**config.mk**
```make
export PLATFORM = sky130hd
export DESIGN_NAME = lcd_cmd_fsm
export DESIGN_NICKNAME = d
export VERILOG_FILES = /design/src/rtl/lcd_cmd_fsm.sv
export SDC_FILE = /design/constraint.sdc
export NUM_CORES = 1
export LEC_CHECK = 0
export BUFFER_PORTS_ARGS = -buffer_cell sky130_fd_sc_hd__buf_2
export CAP_MARGIN = 20
export CORE_MARGIN = 4
export CORE_UTILIZATION = 56
export DETAILED_ROUTE_END_ITERATION = 12
export GPL_TIMING_DRIVEN = 1
export PLACE_DENSITY = 0.77
export SLEW_MARGIN = 10
export SYNTH_ARGS = -nofsm -noshare
export SYNTH_HDL_FRONTEND = slang
export SYNTH_SLANG_ARGS = --single-unit
```
**constraint.sdc**
```tcl
create_clock -name clk -period 4.5 [get_ports clk]
set_clock_uncertainty 0.15 [all_clocks]
set_input_delay 0.45 -clock clk [delete_from_list [all_inputs] [get_ports clk]]
set_output_delay 0.45 -clock clk [all_outputs]
set_load 0.02 [all_outputs]
```
**src/rtl/lcd_cmd_fsm.sv**
```systemverilog
// Panel reset, init hand-off and cursor-tracking PIXEL/FILL command engine for HX8352-style TFTs.
// Optional build macro LCD_TE_SYNC_EN: FILL data waits for a synchronised rising edge of lcd_te.
module lcd_cmd_fsm #(
    parameter int         DATA_W       = 16,
    parameter int         X_W          = 9,
    parameter int         Y_W          = 9,
    parameter int         X_MAX        = 239,
    parameter int         Y_MAX        = 399,
    parameter int         CNT_W        = 17,
    parameter int         RST_LOW_CYC  = 50,
    parameter int         RST_WAIT_CYC = 60,
    parameter logic [7:0] REG_XH       = 8'h02,
    parameter logic [7:0] REG_XL       = 8'h03,
    parameter logic [7:0] REG_YH       = 8'h06,
    parameter logic [7:0] REG_YL       = 8'h07,
    parameter logic [7:0] REG_WR       = 8'h22
) (
    input  logic              clk,
    input  logic              rst,
    input  logic              cmd_valid,
    output logic              cmd_ready,
    input  logic [2:0]        cmd_op,
    input  logic [X_W-1:0]    cmd_x,
    input  logic [Y_W-1:0]    cmd_y,
    input  logic [DATA_W-1:0] cmd_data,
    input  logic [CNT_W-1:0]  cmd_count,
    output logic              init_start,
    input  logic              init_done,
    output logic              init_active,
    output logic              bus_step,
    output logic              bus_rs,
    output logic [DATA_W-1:0] bus_data,
    input  logic              bus_done,
    output logic              delay_step,
    output logic [15:0]       delay_value,
    input  logic              delay_done,
`ifdef LCD_TE_SYNC_EN
    input  logic              lcd_te,
`endif
    output logic              lcd_cs,
    output logic              lcd_rst,
    output logic              busy,
    output logic              err,
    output logic [X_W-1:0]    cur_x,
    output logic [Y_W-1:0]    cur_y
);

    localparam logic [2:0]  OP_NOP   = 3'd0;
    localparam logic [2:0]  OP_HOME  = 3'd1;
    localparam logic [2:0]  OP_SETX  = 3'd2;
    localparam logic [2:0]  OP_SETY  = 3'd3;
    localparam logic [2:0]  OP_SETXY = 3'd4;
    localparam logic [2:0]  OP_PIXEL = 3'd5;
    localparam logic [2:0]  OP_FILL  = 3'd6;
    localparam logic [31:0] X_LAST   = 32'(X_MAX);
    localparam logic [31:0] Y_LAST   = 32'(Y_MAX);

    typedef enum logic [3:0] {
        RST_LO, RST_WAIT, RST_REL, INIT, IDLE, EXEC,
        CURSOR, WRCMD, TE_WAIT, PIX, PIX_END
    } state_t;

    state_t              state_q, state_d;
    logic [2:0]          op_q, op_d;
    logic [X_W-1:0]      x_q, x_d;
    logic [Y_W-1:0]      y_q, y_d;
    logic [DATA_W-1:0]   data_q, data_d;
    logic [CNT_W-1:0]    cnt_q, cnt_d;
    logic [CNT_W-1:0]    rem_q, rem_d;
    logic [2:0]          step_q, step_d;
    logic                wait_q, wait_d;
    logic                dirty_q, dirty_d;
    logic                err_q, err_d;
    logic [X_W-1:0]      cur_x_q, cur_x_d;
    logic [Y_W-1:0]      cur_y_q, cur_y_d;
    logic                cmd_ready_q, cmd_ready_d;
    logic                busy_q, busy_d;
    logic                init_start_q, init_start_d;
    logic                init_active_q, init_active_d;
    logic                bus_step_q, bus_step_d;
    logic                bus_rs_q, bus_rs_d;
    logic [DATA_W-1:0]   bus_data_q, bus_data_d;
    logic                delay_step_q, delay_step_d;
    logic [15:0]         delay_value_q, delay_value_d;
    logic                lcd_cs_q, lcd_cs_d;
    logic                lcd_rst_q, lcd_rst_d;

    logic                go_idle;
    logic                start_burst;
    logic                done_ok;
    logic                dly_ok;
    logic [15:0]         x_ext;
    logic [15:0]         y_ext;
    logic [7:0]          reg_byte;

`ifdef LCD_TE_SYNC_EN
    // te_q[1:0] synchronise, te_q[2] holds the previous synchronised level
    logic [2:0] te_q;
    logic       te_rise;

    always_ff @(posedge clk or posedge rst) begin
        if (rst) te_q <= '0;
        else     te_q <= {te_q[1:0], lcd_te};
    end

    assign te_rise = te_q[1] & ~te_q[2];
`endif

    // A completion arriving while our own request is still high belongs to nothing we issued.
    assign done_ok = bus_done & ~bus_step_q;
    assign dly_ok  = delay_done & ~delay_step_q;

    assign x_ext = 16'(cur_x_q);
    assign y_ext = 16'(cur_y_q);

    always_comb begin
        reg_byte = y_ext[7:0];
        case (step_q)
            3'd0:    reg_byte = REG_XH;
            3'd1:    reg_byte = x_ext[15:8];
            3'd2:    reg_byte = REG_XL;
            3'd3:    reg_byte = x_ext[7:0];
            3'd4:    reg_byte = REG_YH;
            3'd5:    reg_byte = y_ext[15:8];
            3'd6:    reg_byte = REG_YL;
            default: reg_byte = y_ext[7:0];
        endcase
    end

    always_comb begin
        state_d       = state_q;
        op_d          = op_q;
        x_d           = x_q;
        y_d           = y_q;
        data_d        = data_q;
        cnt_d         = cnt_q;
        rem_d         = rem_q;
        step_d        = step_q;
        wait_d        = wait_q;
        dirty_d       = dirty_q;
        err_d         = err_q;
        cur_x_d       = cur_x_q;
        cur_y_d       = cur_y_q;
        cmd_ready_d   = cmd_ready_q;
        busy_d        = busy_q;
        init_active_d = init_active_q;
        bus_rs_d      = bus_rs_q;
        bus_data_d    = bus_data_q;
        delay_value_d = delay_value_q;
        lcd_cs_d      = lcd_cs_q;
        lcd_rst_d     = lcd_rst_q;
        init_start_d  = 1'b0;
        bus_step_d    = 1'b0;
        delay_step_d  = 1'b0;
        go_idle       = 1'b0;
        start_burst   = 1'b0;

        case (state_q)
            RST_LO: begin
                lcd_rst_d     = 1'b0;
                delay_step_d  = 1'b1;
                delay_value_d = 16'(RST_LOW_CYC);
                state_d       = RST_WAIT;
            end
            RST_WAIT: begin
                if (dly_ok) begin
                    lcd_rst_d     = 1'b1;
                    delay_step_d  = 1'b1;
                    delay_value_d = 16'(RST_WAIT_CYC);
                    state_d       = RST_REL;
                end
            end
            RST_REL: begin
                if (dly_ok) begin
                    lcd_cs_d      = 1'b0;
                    init_start_d  = 1'b1;
                    init_active_d = 1'b1;
                    state_d       = INIT;
                end
            end
            INIT: begin
                if (init_done && !init_start_q) begin
                    init_active_d = 1'b0;
                    go_idle       = 1'b1;
                end
            end
            IDLE: begin
                if (cmd_valid && cmd_ready_q) begin
                    op_d        = cmd_op;
                    x_d         = cmd_x;
                    y_d         = cmd_y;
                    data_d      = cmd_data;
                    cnt_d       = cmd_count;
                    cmd_ready_d = 1'b0;
                    busy_d      = 1'b1;
                    state_d     = EXEC;
                end
            end
            EXEC: begin
                go_idle = 1'b1;
                case (op_q)
                    OP_NOP: ;
                    OP_HOME: begin
                        cur_x_d = '0;
                        cur_y_d = '0;
                        dirty_d = 1'b1;
                    end
                    OP_SETX: begin
                        if (32'(x_q) > X_LAST) err_d = 1'b1;
                        else begin
                            cur_x_d = x_q;
                            dirty_d = 1'b1;
                        end
                    end
                    OP_SETY: begin
                        if (32'(y_q) > Y_LAST) err_d = 1'b1;
                        else begin
                            cur_y_d = y_q;
                            dirty_d = 1'b1;
                        end
                    end
                    OP_SETXY: begin
                        if (32'(x_q) > X_LAST || 32'(y_q) > Y_LAST) err_d = 1'b1;
                        else begin
                            cur_x_d = x_q;
                            cur_y_d = y_q;
                            dirty_d = 1'b1;
                        end
                    end
                    OP_PIXEL: begin
                        rem_d       = CNT_W'(1);
                        go_idle     = 1'b0;
                        start_burst = 1'b1;
                    end
                    OP_FILL: begin
                        if (cnt_q != '0) begin
                            rem_d       = cnt_q;
                            go_idle     = 1'b0;
                            start_burst = 1'b1;
                        end
                    end
                    default: err_d = 1'b1;
                endcase
            end
            CURSOR: begin
                // Eight transactions: index/data pairs for XH, XL, YH, YL.
                if (!wait_q) begin
                    bus_step_d = 1'b1;
                    bus_rs_d   = step_q[0];
                    bus_data_d = DATA_W'(reg_byte);
                    wait_d     = 1'b1;
                end else if (done_ok) begin
                    wait_d = 1'b0;
                    if (step_q == 3'd7) begin
                        dirty_d = 1'b0;
                        state_d = WRCMD;
                    end else begin
                        step_d = step_q + 3'd1;
                    end
                end
            end
            WRCMD: begin
                if (!wait_q) begin
                    bus_step_d = 1'b1;
                    bus_rs_d   = 1'b0;
                    bus_data_d = DATA_W'(REG_WR);
                    wait_d     = 1'b1;
                end else if (done_ok) begin
                    wait_d  = 1'b0;
                    state_d = PIX;
`ifdef LCD_TE_SYNC_EN
                    if (op_q == OP_FILL) state_d = TE_WAIT;
`endif
                end
            end
`ifdef LCD_TE_SYNC_EN
            TE_WAIT: begin
                if (te_rise) state_d = PIX;
            end
`endif
            PIX: begin
                if (!wait_q) begin
                    bus_step_d = 1'b1;
                    bus_rs_d   = 1'b1;
                    bus_data_d = data_q;
                    wait_d     = 1'b1;
                end else if (done_ok) begin
                    wait_d = 1'b0;
                    rem_d  = rem_q - CNT_W'(1);
                    if (32'(cur_x_q) == X_LAST) begin
                        cur_x_d = '0;
                        cur_y_d = (32'(cur_y_q) == Y_LAST) ? '0 : cur_y_q + Y_W'(1);
                    end else begin
                        cur_x_d = cur_x_q + X_W'(1);
                    end
                    if (rem_q == CNT_W'(1)) state_d = PIX_END;
                end
            end
            PIX_END: go_idle = 1'b1;
            default: state_d = RST_LO;
        endcase

        if (start_burst) begin
            lcd_cs_d = 1'b0;
            wait_d   = 1'b0;
            step_d   = '0;
            state_d  = dirty_q ? CURSOR : WRCMD;
        end
        if (go_idle) begin
            state_d     = IDLE;
            cmd_ready_d = 1'b1;
            busy_d      = 1'b0;
            lcd_cs_d    = 1'b1;
        end
    end

    always_ff @(posedge clk or posedge rst) begin
        if (rst) begin
            state_q       <= RST_LO;
            op_q          <= '0;
            x_q           <= '0;
            y_q           <= '0;
            data_q        <= '0;
            cnt_q         <= '0;
            rem_q         <= '0;
            step_q        <= '0;
            wait_q        <= 1'b0;
            dirty_q       <= 1'b1;
            err_q         <= 1'b0;
            cur_x_q       <= '0;
            cur_y_q       <= '0;
            cmd_ready_q   <= 1'b0;
            busy_q        <= 1'b1;
            init_start_q  <= 1'b0;
            init_active_q <= 1'b0;
            bus_step_q    <= 1'b0;
            bus_rs_q      <= 1'b0;
            bus_data_q    <= '0;
            delay_step_q  <= 1'b0;
            delay_value_q <= '0;
            lcd_cs_q      <= 1'b1;
            lcd_rst_q     <= 1'b1;
        end else begin
            state_q       <= state_d;
            op_q          <= op_d;
            x_q           <= x_d;
            y_q           <= y_d;
            data_q        <= data_d;
            cnt_q         <= cnt_d;
            rem_q         <= rem_d;
            step_q        <= step_d;
            wait_q        <= wait_d;
            dirty_q       <= dirty_d;
            err_q         <= err_d;
            cur_x_q       <= cur_x_d;
            cur_y_q       <= cur_y_d;
            cmd_ready_q   <= cmd_ready_d;
            busy_q        <= busy_d;
            init_start_q  <= init_start_d;
            init_active_q <= init_active_d;
            bus_step_q    <= bus_step_d;
            bus_rs_q      <= bus_rs_d;
            bus_data_q    <= bus_data_d;
            delay_step_q  <= delay_step_d;
            delay_value_q <= delay_value_d;
            lcd_cs_q      <= lcd_cs_d;
            lcd_rst_q     <= lcd_rst_d;
        end
    end

    assign cmd_ready   = cmd_ready_q;
    assign busy        = busy_q;
    assign err         = err_q;
    assign cur_x       = cur_x_q;
    assign cur_y       = cur_y_q;
    assign init_start  = init_start_q;
    assign init_active = init_active_q;
    assign bus_step    = bus_step_q;
    assign bus_rs      = bus_rs_q;
    assign bus_data    = bus_data_q;
    assign delay_step  = delay_step_q;
    assign delay_value = delay_value_q;
    assign lcd_cs      = lcd_cs_q;
    assign lcd_rst     = lcd_rst_q;

endmodule

```
==> results of run 1 <==
[metal layers]
| metal | part of all wire [%] | wire length (µm) | vias up |
|---|---|---|---|
| li1 | - | - | 2534 |
| met2 | 49 | 8030 | 254 |
| met4 | 1.9 | 318 | 0 |
| met5 | 0 | 0 | - |
| met1 | 42 | 6810 | 2706 |
| met3 | 7.2 | 1180 | 32 |
[worst max-delay path by stage]
stage / to / from / cells past startpoint
2_1_floorplan: bus_data[0]$_DFFE_PP0P_ / rst / 1
3_3_place_gp: state_q[3]$_DFFE_PP0P_ / state_q[0]$_DFFE_PP0P_ / 8
3_5_place_dp: state_q[3]$_DFFE_PP0P_ / state_q[0]$_DFFE_PP0P_ / 8
4_1_cts: state_q[3]$_DFFE_PP0P_ / state_q[1]$_DFFE_PP0P_ / 8
5_1_grt: state_q[3]$_DFFE_PP0P_ / state_q[0]$_DFFE_PP0P_ / 8
6_report: state_q[3]$_DFFE_PP0P_ / state_q[0]$_DFFE_PP0P_ / 8
[layout make-up]
cell class,instances,area (µm²),share of cell area [%]
clock buffer,21,450,5.77
clock inverter,11,116,1.49
inverter,15,58.8,0.753
multi-input combinational,450,3220,41.2
sequential,127,3180,40.7
tap,143,179,2.29
timing repair buffer,117,608,7.78
[power by group through the flow]
| stage | clock network, mW | logic [mW] | registers [mW] |
|---|---|---|---|
| 2_1_floorplan | 0 | 1.54 | 2.05 |
| 3_3_place_gp | 0 | 1.96 | 2.11 |
| 3_5_place_dp | 0 | 2.03 | 2.12 |
| 4_1_cts | 1.34 | 2.04 | 2.11 |
| 5_1_grt | 1.40 | 2.23 | 2.19 |
| 6_report | 1.32 | 2.03 | 2.13 |
[synth_stat cells (10+ instances only)]
cell	n	area [µm²]
a22o_1	15	131
buf_4	16	120
mux2_2	57	642
dfrtp_1	123	3080
nand3_1	18	90.1
o2bb2ai_1	18	158
o21ai_0	31	155
inv_1	14	52.6
nor3_1	17	85.1
clkbuf_1	16	60.1
o22ai_1	10	62.6
buf_2	13	65.1
ha_1	10	125
a21oi_1	41	205
nand2_1	30	113
nor2_1	51	191
[registers in the layout (all words and copies together), names as in the netlist, 3 cells and up]
name         count
bus_data        16
cnt_q           17
cur_x            9
cur_y            9
data_q          16
delay_value      3
op_q             3
rem_q           17
state_q          4
step_q           3
x_q              9
y_q              9
[per-stage QoR]
stage,instance area [µm²],power [mW]
after detailed placement,7240,4.15
after CTS,7810,5.49
final,7810,5.48
after floorplan,6740,3.59
after global placement,7240,4.06
after global routing,7810,5.81
[worst max-delay path, delay by kind of cell (launching register included)]
| kind | cells | cell delay [ns] |
|---|---|---|
| muxes | 1 | 0.33 |
| buffers and inverters | 2 | 0.72 |
| AOI/OAI and AO/OA | 2 | 0.65 |
| and+or+nand+nor | 3 | 0.60 |
| DFF | 1 | 0.62 |
[cells by family (layout without fill, tap and decap cells)]
logic type                 Yosys count  after routing  share of synthesized area [%]
buffers and inverters               67            164                           5.36
other                                1             11                         0.0560
adders and majority gates           10             10                           1.87
and+or+nand+nor                    183            183                           14.6
muxes                               63             63                           10.6
DFF                                127            127                           47.5
xor gates and xnor gates             2              2                          0.262
AOI/OAI and AO/OA                  181            181                           19.8
==> impl_metrics.py, run 1 <==
metrics = {
    "run_status": {
        "status": "finished, final reports clean",
    },
    "final_layout": {
        "utilization_pct": 67.5,
        "layout_commonest_cell": "dfrtp_1",
        "final_nets": 798,
        "syn2layout_area_growth_pct": 16.6,
        "final_cell_mix": "123 x dfrtp_1, 108 x buf_2, 57 x mux2_2",
        "fillCellCount": 910,
        "n_antenna_cell": 0,
        "instances_no_fill": 884,
        "drive_gt1_share_pct": 31.0,
    },
    "pwr": {
        "powerDensity_nw_per_um2": 702,
        "swShare_pct": 39.0,
        "p_int_mw": 3.34,
        "combPwrFrac_pct": 37.1,
        "p_sw_mw": 2.14,
        "p_leak_nw": 3.41,
        "clockPowerShare_pct": 24.2,
        "p_seq_share_pct": 38.8,
        "ir_drop_v": 0.000406,
    },
    "placed_design": {
        "gp_congestion": 0.946,
        "dp.cells": 852,
        "hpwl_um": 11600,
        "io_buffers": 108,
        "pre_cts_slack_ns": 1.37,
    },
    "timing": {
        "hold_ws_ns": 0.0204,
        "slew_headroom_pct": 28.5,
        "rsz0062_at_grt": "no",
        "finalMaxSlewViolations": 0,
        "worst_slack_ns": 1.30,
        "finalHoldViolCount": 0,
        "finalCriticalPeriod_ns": 3.20,
        "tightest_slew_ns": 1.07,
        "report.final.setup_viol": 0,
        "max_freq_mhz": 313,
        "period_share_pct": 71.1,
        "final.setup.tns_ns": 0,
    },
    "floorplanning": {
        "core_um2": 11600,
        "io_pins": 120,
        "dieArea_um2": 13800,
        "die_w_um": 117,
        "die_h_um": 117,
        "start_util_pct": 57.9,
        "rows": 39,
    },
    "route": {
        "vias_per_cell": 6.25,
        "route.detailed.drc": 0,
        "wl_per_cell_um": 18.5,
        "ant_nets": 0,
        "via_count": 5526,
        "wirelength_um": 16300,
        "drt_iter0_drc": 581,
        "drt-pass1-iter-count": 7,
    },
    "grt": {
        "grt.busiest_layer": "met2",
        "grt_start_max_net_pins": 67,
        "track_usage_pct": 24.2,
        "grt_overflow": 0,
        "met3_usage_pct": 6.35,
        "grt_pass1_wl_um": 27200,
        "grt_use_met2_pct": 38.9,
        "use_met1_pct": 32.1,
        "antenna_found_initial": 0,
        "grt_pass1_vias": 5420,
    },
    "critical_path": {
        "r2r_cells": 8,
        "arrival_ns": 3.35,
        "crit_type": "register to register",
        "worst_path_max_delay_cell": "dfrtp_1",
        "path_cells": "nand4bb_1, buf_4, nand2_2, nand2b_2, clkinv_1, a311oi_2, a41oi_4, mux2_4",
        "critPathLaunchType": "register",
        "crit_required_ns": 4.65,
        "cp-end-kind": "register",
        "worst_r2r_endpoint": "state_q[3]$_DFFE_PP0P_",
        "r2r_slack_ns": 1.30,
        "r2r-start": "state_q[0]$_DFFE_PP0P_",
        "cp_max_fo": 23,
        "max_stage_delay_ns": 0.62,
    },
    "clock_network": {
        "clock_latency_ns": 0.42,
        "cts_hold_buf": 0,
        "clk_pin_slew_ns": 0.06,
        "cts_tree": "built",
        "cts_resized": 0,
        "root_buffer": "clkbuf_16",
        "cts_setup_buffers": 0,
        "cts_max_path_buffers": 2,
        "htree_levels": 4,
        "clkSinkCount": 127,
        "numCtsBuffers": 17,
    },
    "logic_synthesis": {
        "synth_ff_type": "dfrtp_1",
        "yosysUniqueCellTypes": 84,
        "synth_warnings": 0,
        "async_flop_share_pct": 100,
        "avgSynthCellArea_um2": 10.6,
        "synth_edf_count": 0,
        "ys_seq_elements": 127,
        "synthCells": 634,
        "mappedNetlistArea_um2": 6700,
        "ys_seq_area_share_pct": 47.5,
    },
    "min_path": {
        "min_path_type": "input port to asynchronous set/reset pin",
    },
    "job": {
        "maxCapViolations": 0,
    },
}
No activity file was read; power rests on OpenSTA's default activity.
==> run 2, diff against run 1 <==
--- a/config.mk
+++ b/config.mk
@@ -5,13 +5,14 @@
 export SDC_FILE = /design/constraint.sdc
 export NUM_CORES = 1
 export LEC_CHECK = 0
+export ABC_AREA = 1
 export BUFFER_PORTS_ARGS = -buffer_cell sky130_fd_sc_hd__buf_2
 export CAP_MARGIN = 20
 export CORE_MARGIN = 4
-export CORE_UTILIZATION = 56
+export CORE_UTILIZATION = 57
 export DETAILED_ROUTE_END_ITERATION = 12
 export GPL_TIMING_DRIVEN = 1
-export PLACE_DENSITY = 0.77
+export PLACE_DENSITY = 0.78
 export SLEW_MARGIN = 10
 export SYNTH_ARGS = -nofsm -noshare
 export SYNTH_HDL_FRONTEND = slang
==> constraint.sdc (replaced) <==
create_clock -name clk -period 3.05 [get_ports clk]
set_clock_uncertainty 0.15 [all_clocks]
set_input_delay 0.305 -clock clk [delete_from_list [all_inputs] [get_ports clk]]
set_output_delay 0.305 -clock clk [all_outputs]
set_load 0.02 [all_outputs]
==> impl_metrics.py, run 2 <==
metrics = {
    "run_status": {
        "status": "finished, final reports clean",
    },
    "clock_network": {
        "numCtsBuffers": 17,
        "root_buffer": "clkbuf_16",
        "cts_max_path_buffers": 2,
        "clkSinkCount": 127,
        "cts_tree": "built",
        "cts_hold_buf": 53,
        "htree_levels": 4,
        "cts_setup_buffers": 0,
        "cts_resized": 0,
        "clock_latency_ns": 0.42,
        "clk_pin_slew_ns": 0.05,
    },
    "logic_synthesis": {
        "yosysUniqueCellTypes": 43,
        "synth_ff_type": "dfrtp_1",
        "synth_top_family_by_area": "simple AND/OR/NAND/NOR gates",
        "ys_seq_elements": 127,
        "ys_seq_area_share_pct": 46.6,
        "synth-compound-area-share_pct": 11.7,
        "synthAdderAreaFrac_pct": 1.83,
        "synthCells": 899,
        "mappedNetlistArea_um2": 6840,
        "avgSynthCellArea_um2": 7.61,
        "synth_warnings": 0,
        "synthMuxAreaShare_pct": 0.165,
        "async_flop_share_pct": 100,
        "yosys-top-cells-area": "dfrtp_1 45%, nand2_1 17%, o21ai_0 5.5%",
        "yosys.area.top_type_share_pct": 45.0,
        "synth_edf_count": 0,
        "synth.most_common_cell": "nand2_1",
        "yosys-top-cells-count": "318 x nand2_1, 123 x dfrtp_1, 75 x o21ai_0",
        "synth-simple-area-share_pct": 30.0,
        "synth_xor_area_share_pct": 1.41,
        "yosys.area.top_type": "dfrtp_1",
    },
    "final_layout": {
        "instances_no_fill": 1213,
        "layout_commonest_cell": "nand2_1",
        "top_regs": "cnt_q (17), rem_q (17)",
        "drive_gt1_share_pct": 18.0,
        "final_cell_mix": "318 x nand2_1, 123 x dfrtp_1, 108 x buf_2",
        "utilization_pct": 74.5,
        "final_nets": 1126,
        "syn2layout_area_growth_pct": 26.0,
    },
    "timing": {
        "tightest_slew_ns": 0.930,
        "finalCriticalPeriod_ns": 2.31,
        "slew_headroom_pct": 37.8,
        "rsz0062_at_grt": "no",
        "report.final.setup_viol": 0,
        "max_freq_mhz": 433,
        "final.setup.tns_ns": 0,
        "period_share_pct": 75.8,
        "finalMaxSlewViolations": 0,
        "finalHoldViolCount": 0,
    },
    "route": {
        "drt-pass1-iter-count": 6,
        "via_count": 6526,
        "wl_per_cell_um": 15.6,
        "wirelength_um": 18900,
        "highest_layer": "met4",
        "route.detailed.drc": 0,
        "drt_iter0_drc": 577,
        "vias_per_cell": 5.38,
        "wl_met2_um": 9370,
        "ant_nets": 0,
        "wl_met1_um": 7790,
        "wl_met3_um": 1240,
    },
    "grt": {
        "grt_overflow": 0,
        "antenna_found_initial": 1,
        "grt_start_max_net_pins": 49,
        "track_usage_pct": 28.1,
        "grt_pass1_vias": 6347,
        "grt_pass1_wl_um": 31100,
    },
    "floorplanning": {
        "io_pins": 120,
        "rows": 39,
        "die_w_um": 118,
        "dieArea_um2": 13800,
        "start_util_pct": 59.1,
        "die_h_um": 118,
        "core_um2": 11600,
    },
    "placed_design": {
        "gp_congestion": 0.948,
        "dp.cells": 1127,
        "hpwl_um": 12300,
        "io_buffers": 108,
    },
    "job": {
        "maxCapViolations": 0,
    },
    "pwr": {
        "p_leak_nw": 4.40,
        "powerDensity_nw_per_um2": 954,
        "ir_drop_v": 0.000660,
    },
    "critical_path": {
        "crit_type": "register to register",
        "worst_r2r_endpoint": "rem_q[6]$_DFFE_PP0P_",
        "r2r_cells": 9,
        "r2r_slack_ns": 0.74,
        "crit_required_ns": 3.21,
        "r2r-start": "op_q[0]$_DFFE_PP0P_",
        "critPathLaunchType": "register",
        "cp-end-kind": "register",
        "arrival_ns": 2.47,
        "cp_max_fo": 29,
    },
    "min_path": {
        "whs_endpoint": "op_q[0]$_DFFE_PP0P_",
        "min_path_type": "input port to register",
        "min-delay-start": "cmd_op[0]",
        "whs_path_depth": 3,
    },
}
## run 2: area by class of cell
type	instances	area, µm²
sequential	127	3180
multi-input combinational	660	3120
fill	868	2950
timing repair buffer	170	1180
clock buffer	22	464
inverter	80	305
clock inverter	10	184
tap	143	179
antenna	1	2.50
## run 2: critical path, stage by stage, from the launching register on
cell	delay (ns)
dfrtp_1	0.43
inv_2	0.09
nand2_1	0.16
nor2_4	0.44
nand2_1	0.20
a21oi_2	0.15
buf_4	0.31
o21ai_0	0.14
nand2_1	0.08
nand2_1	0.04
## run 2: logic make-up (layout without fill, tap and decap cells)
group / Yosys count / count (layout)
AO/OA/AOI/OAI: 136 / 136
flip-flops: 127 / 127
adder cells (fa/ha/maj): 10 / 10
XOR/XNOR: 11 / 11
buffers and inverters: 122 / 282
AND/OR/NAND/NOR: 491 / 491
other: 1 / 12
multiplexers: 1 / 1
## run 2: metrics by stage
step | instance area, µm² | hold slack, ns | power [mW] | worst slack, ns
after CTS | 8610 | 0.0157 | 8.18 | 0.751
after global routing | 8620 | 0.0168 | 8.78 | 0.565
final | 8620 | 0.0232 | 8.22 | 0.738
after detailed placement | 7440 | 0.308 | 5.87 | 0.786
after floorplan | 6880 | 0.272 | 5.05 | 1.03
after global placement | 7440 | 0.309 | 5.80 | 0.827
## run 2: how the worst max path moves through the flow
stage	from	cells after the start	end
after detailed placement	op_q[0]$_DFFE_PP0P_	9	rem_q[6]$_DFFE_PP0P_
final	op_q[0]$_DFFE_PP0P_	9	rem_q[6]$_DFFE_PP0P_
after CTS	op_q[0]$_DFFE_PP0P_	9	rem_q[6]$_DFFE_PP0P_
after global routing	op_q[0]$_DFFE_PP0P_	9	rem_q[6]$_DFFE_PP0P_
after floorplan	rst	1	bus_data[0]$_DFFE_PP0P_
after global placement	state_q[1]$_DFFE_PP0P_	10	cur_y[8]$_DFFE_PP0P_
## run 2: report_power, final
group	total (mW)	internal, mW	switching [mW]
combinational	3.00	1.01	1.99
clock	2.23	1.49	0.736
sequential	3.00	2.39	0.611
total	8.22	4.89	3.33
## run 2: layer usage
layer  up-vias  global-route usage [%]
met5         -                       0
met2       262                    47.6
li1       3178                       -
met3        49                    6.44
met4         0                    11.1
met1      3037                    35.0
